<file path="config.mk">
export PLATFORM = sky130hd
export DESIGN_NAME = mips_cpu_mult
export DESIGN_NICKNAME = d
export VERILOG_FILES = /design/src/rtl/mips_cpu_mult.sv
export SDC_FILE = /design/constraint.sdc
export NUM_CORES = 1
export LEC_CHECK = 0
export CAP_MARGIN = 40
export CORE_MARGIN = 2
export CORE_UTILIZATION = 61
export DETAILED_ROUTE_END_ITERATION = 10
export PLACE_DENSITY = 0.86
export SETUP_SLACK_MARGIN = 0.3
export SYNTH_ARGS = -nofsm -noshare
export SYNTH_HDL_FRONTEND = slang
export SYNTH_SLANG_ARGS = --single-unit
</file>
<file path="constraint.sdc">
create_clock -name clk -period 8.6 [get_ports clk]
set_clock_uncertainty 0.2 [all_clocks]
set_input_delay 1.72 -clock clk [delete_from_list [all_inputs] [get_ports clk]]
set_output_delay 1.72 -clock clk [all_outputs]
set_load 0.01 [all_outputs]
</file>
<file path="src/rtl/mips_cpu_mult.sv">
// Multicycle shift-add multiplier for MULT/MULTU in the execute stage.
// Shares the divider's start/done handshake; hi/lo change only on completion or reset.
module mips_cpu_mult #(
    parameter int WIDTH = 32
) (
    input  logic             clk,
    input  logic             reset,
    input  logic             start,
    input  logic             is_signed,
    input  logic [WIDTH-1:0] multiplicand,
    input  logic [WIDTH-1:0] multiplier,
    output logic             busy,
    output logic             done,
    output logic [WIDTH-1:0] hi,
    output logic [WIDTH-1:0] lo
);

    localparam int CW = (WIDTH > 1) ? $clog2(WIDTH) : 1;
    localparam logic [CW-1:0] LAST = CW'(WIDTH - 1);

    // ZERO is a one-cycle hold for the zero shortcut so done still lands after edge N+1.
    typedef enum logic [1:0] {IDLE, RUN, ZERO, DONE} state_t;

    state_t             state, state_nxt;
    logic [WIDTH-1:0]   mcand;
    logic [2*WIDTH-1:0] prod;
    logic               neg;
    logic [CW-1:0]      counter;

    logic               accept;
    logic               zero_op;
    logic               last;
    logic [WIDTH-1:0]   mag_a;
    logic [WIDTH-1:0]   mag_b;
    logic [WIDTH:0]     sum;
    logic [2*WIDTH-1:0] prod_nxt;

    function automatic logic [WIDTH-1:0] magnitude(input logic [WIDTH-1:0] v, input logic sgn);
        return (sgn && v[WIDTH-1]) ? (~v + 1'b1) : v;
    endfunction

    function automatic logic [2*WIDTH-1:0] apply_sign(input logic [2*WIDTH-1:0] p, input logic n);
        return n ? (~p + 1'b1) : p;
    endfunction

    always_comb begin
        accept   = start && (state == IDLE || state == DONE);
        zero_op  = (multiplicand == '0) || (multiplier == '0);
        last     = (counter == LAST);
        mag_a    = magnitude(multiplicand, is_signed);
        mag_b    = magnitude(multiplier, is_signed);
        // The extra sum bit keeps the carry out of upper + |A| for exact unsigned products.
        sum      = prod[0] ? ({1'b0, prod[2*WIDTH-1:WIDTH]} + {1'b0, mcand})
                           : {1'b0, prod[2*WIDTH-1:WIDTH]};
        prod_nxt = {sum, prod[WIDTH-1:1]};
    end

    always_comb begin
        state_nxt = state;
        case (state)
            IDLE, DONE: begin
                if (accept) state_nxt = zero_op ? ZERO : RUN;
                else        state_nxt = IDLE;
            end
            RUN:     if (last) state_nxt = DONE;
            ZERO:    state_nxt = DONE;
            default: state_nxt = IDLE;
        endcase
    end

    always_ff @(posedge clk) begin
        if (reset) state <= IDLE;
        else       state <= state_nxt;
    end

    always_ff @(posedge clk) begin
        if (reset)              counter <= '0;
        else if (accept)        counter <= '0;
        else if (state == RUN)  counter <= counter + 1'b1;
    end

    always_ff @(posedge clk) begin
        if (accept) begin
            mcand <= mag_a;
            prod  <= {{WIDTH{1'b0}}, mag_b};
            neg   <= is_signed & (multiplicand[WIDTH-1] ^ multiplier[WIDTH-1]);
        end else if (state == RUN) begin
            prod  <= prod_nxt;
        end
    end

    always_ff @(posedge clk) begin
        if (reset)                      {hi, lo} <= '0;
        else if (state == RUN && last)  {hi, lo} <= apply_sign(prod_nxt, neg);
        else if (state == ZERO)         {hi, lo} <= '0;
    end

    assign busy = (state == RUN);
    assign done = (state == DONE);

endmodule

</file>
==> results.cfg <==
[status]
status = complete, no violations

[timing]
report.final.slew_viol_count = 0
rsz0062_at_grt = false
final.period_utilization_pct = 60.65
finalCriticalPeriod_ns = 5.216
worst_pin_slew_ns = 0.8274
setup_viol = 0
relSlewSlack_pct = 44.33
hold_viol = 0
hold_slack_ns = 0.2465
tns_ns = 0
fmax_mhz = 191.7

[finish]
syn2layout_area_growth_pct = 18.69
fin_util_pct = 73.41
fin_nets = 1533
drive_gt1_share_pct = 4.941
diodes = 0
fillCellCount = 1360

[route]
drtIter0Drc = 1324
num_vias = 10630
antenna_left = 0
routedWlPerCell_um = 18.68
vias_per_cell = 6.381
drt_first_pass_iters = 6
drt_wl_total_um = 31130
route.detailed.drc = 0

[cts]
clkLatencyLatePin_ns = 0.44
cts_buffer_depth = 2
cts_resized = 0
clkTransAtPathRegs_ns = 0.07
cts_tree = built
cts.sinks = 168
h-tree-depth = 4
postCtsSetupRepairBufs = 0
clock-root-buffer = clkbuf_16
cts_made_buffers = 17
cts_hold_buf = 0

[critical_path]
end_kind = flip-flop
cp_max_fo = 4
start_kind = primary input
worstSetupPathType = primary input to flip-flop
reg2reg_slack_ns = 3.95
cp.arrival_ns = 5.36
crit_required_ns = 8.75
rr_startpoint = mcand[0]$_DFFE_PP_
r2r_end = hi[30]$_SDFFE_PP0P_
rr_worst_depth = 13

[global_route]
grt_max_degree = 82
grt_pass1_vias = 9618
grt_usage_pct = 31.87
overflow = 0
antenna_found_initial = 0
grt_pass1_wl_um = 49730

[worst_hold_path]
hold_path_end = hi[27]$_SDFFE_PP0P_
min_path_cells = 2
worstHoldStart = hi[27]$_SDFFE_PP0P_
hold_class = flip-flop to flip-flop

[pwr]
p_leak_nw = 4.676
powerDensity_mw_per_mm2 = 357.9
ir_drop_mv = 0.2190

[logic_synthesis]
yosysUniqueCellTypes = 74
yosysSeqAreaShare_pct = 36.25
synth_common_cells = a21oi_1 (160), nand2_1 (137), nor2_1 (133)
syn_avg_cell_area_um2 = 8.256
syn_area_mm2 = 0.01107
synth_top_area_share_pct = 18.62
synth.most_common_cell = a21oi_1
syn-instance-count = 1341
synthesis.nets = 1450
synth_seq_cells = 168
yosys.area.top_type = dfxtp_1
ys_async_sr_fraction_pct = 0
synth_ff_type = dfxtp_1
synthTopCellsByArea = dfxtp_1 (19%), edfxtp_1 (18%), xnor2_1 (7.4%), a21oi_1 (7.2%), nand2_1 (4.6%)
ys_warn_count = 0
synth-edff-count = 65

[floorplanning]
num_rows = 49
ioPinCount = 134
die_area_mm2 = 0.01924
fp.dieW_um = 138.7
initial_utilization_pct = 61.85
core_mm2 = 0.01790
die_h_um = 138.7

[place]
portBuffers = 133
dp.final_hpwl_um = 22650
globalplace.congestion = 0.9921

[flow_run]
maxCapViolCount = 0
## how the worst max path moves through the flow
| stage | end | startpoint | cells after the start | slack (ns) |
|---|---|---|---|---|
| 5_1_grt | state[1]$_SDFFE_PP0P_ | multiplicand[0] | 12 | 3.25 |
| 6_report | state[1]$_SDFFE_PP0P_ | multiplicand[0] | 12 | 3.38 |
| 4_1_cts | state[1]$_SDFFE_PP0P_ | multiplicand[2] | 11 | 3.45 |
| 3_3_place_gp | state[1]$_SDFFE_PP0P_ | multiplicand[0] | 12 | 3.05 |
| 2_1_floorplan | state[1]$_SDFFE_PP0P_ | multiplicand[1] | 11 | 4.21 |
| 3_5_place_dp | state[1]$_SDFFE_PP0P_ | multiplicand[2] | 11 | 3.00 |
## power breakdown
group          internal, mW  leakage [nW]  switching, mW
registers              1.10          1.46          0.251
clock network         0.512         0.323          0.353
logic                 0.901          2.89           1.58
## worst max-delay path, cell delays in order
cell	delay, ns
clkdlybuf4s50_1	0.46
inv_1	0.08
ha_1	0.21
nand3_1	0.10
or2_2	0.30
nor4_1	0.56
nand2_1	0.13
or4_1	0.49
nor3_1	0.47
a32oi_1	0.34
nand2b_1	0.23
a311oi_1	0.25
## flip-flops by register name, summed over array words and instances, names as in the netlist
signal   count
hi          32
mcand       32
lo          32
neg          1
state        2
counter      5
prod        64
## per-stage QoR
stage                     cells  power (mW)  setup slack [ns]  cell area [um2]
after CTS                  1666       4.624             3.450            13140
final                      1666       4.703             3.384            13140
after global placement     1632       3.686             3.050            12450
after global routing       1666       4.988             3.250            13140
after floorplan            1341       3.099             4.212            11070
after detailed placement   1634       3.747             2.999            12480
## layout make-up
class                   count  area (um2)  area share [%]
flip-flops and latches    168        4014           30.54
multi-input cells        1067        6658           50.66
clock inverters            13       203.9           1.552
clock buffers              19       452.9           3.447
repair buffers            144        1429           10.87
inverters                  26       97.59          0.7426
well taps                 229       286.5           2.180
## cells by family (layout without fill, tap and decap cells)
family | count (synthesis) | count (layout) | share of synthesized area, %
simple gates | 489 | 489 | 21.34
compound gates | 382 | 382 | 21.51
flops | 168 | 168 | 36.25
xor+xnor | 133 | 133 | 10.52
buf+inv | 106 | 202 | 3.661
fa+ha+maj | 41 | 41 | 4.701
mux | 22 | 22 | 2.023
## placed cells by master, fill, tap and decap left out, types with 11 or more instances in the layout
cell type,n
o21ai_1,22
o31ai_1,19
xor2_1,39
nor2_1,133
edfxtp_1,65
xnor2_1,94
nand3_1,57
nand4_1,17
or3_1,11
nand2_1,137
mux2i_1,19
ha_1,39
a21oi_1,160
o41ai_1,13
clkdlybuf4s50_1,132
and3_1,14
inv_1,26
a211oi_1,41
nor4_1,11
dfxtp_1,103
a31oi_1,13
o21ai_0,50
or4_1,11
nor3_1,39
clkbuf_16,17
## routing by layer
metal  track usage, %  vias to the layer above  part of all wire [%]
met5                0                        -                     0
met3            6.872                       52                    10
li1                 -                     5062                     -
met4            9.250                        0                   1.8
met1            47.35                     4992                    45
met2            46.93                      525                    43
Power figures use the tool's default switching activity.
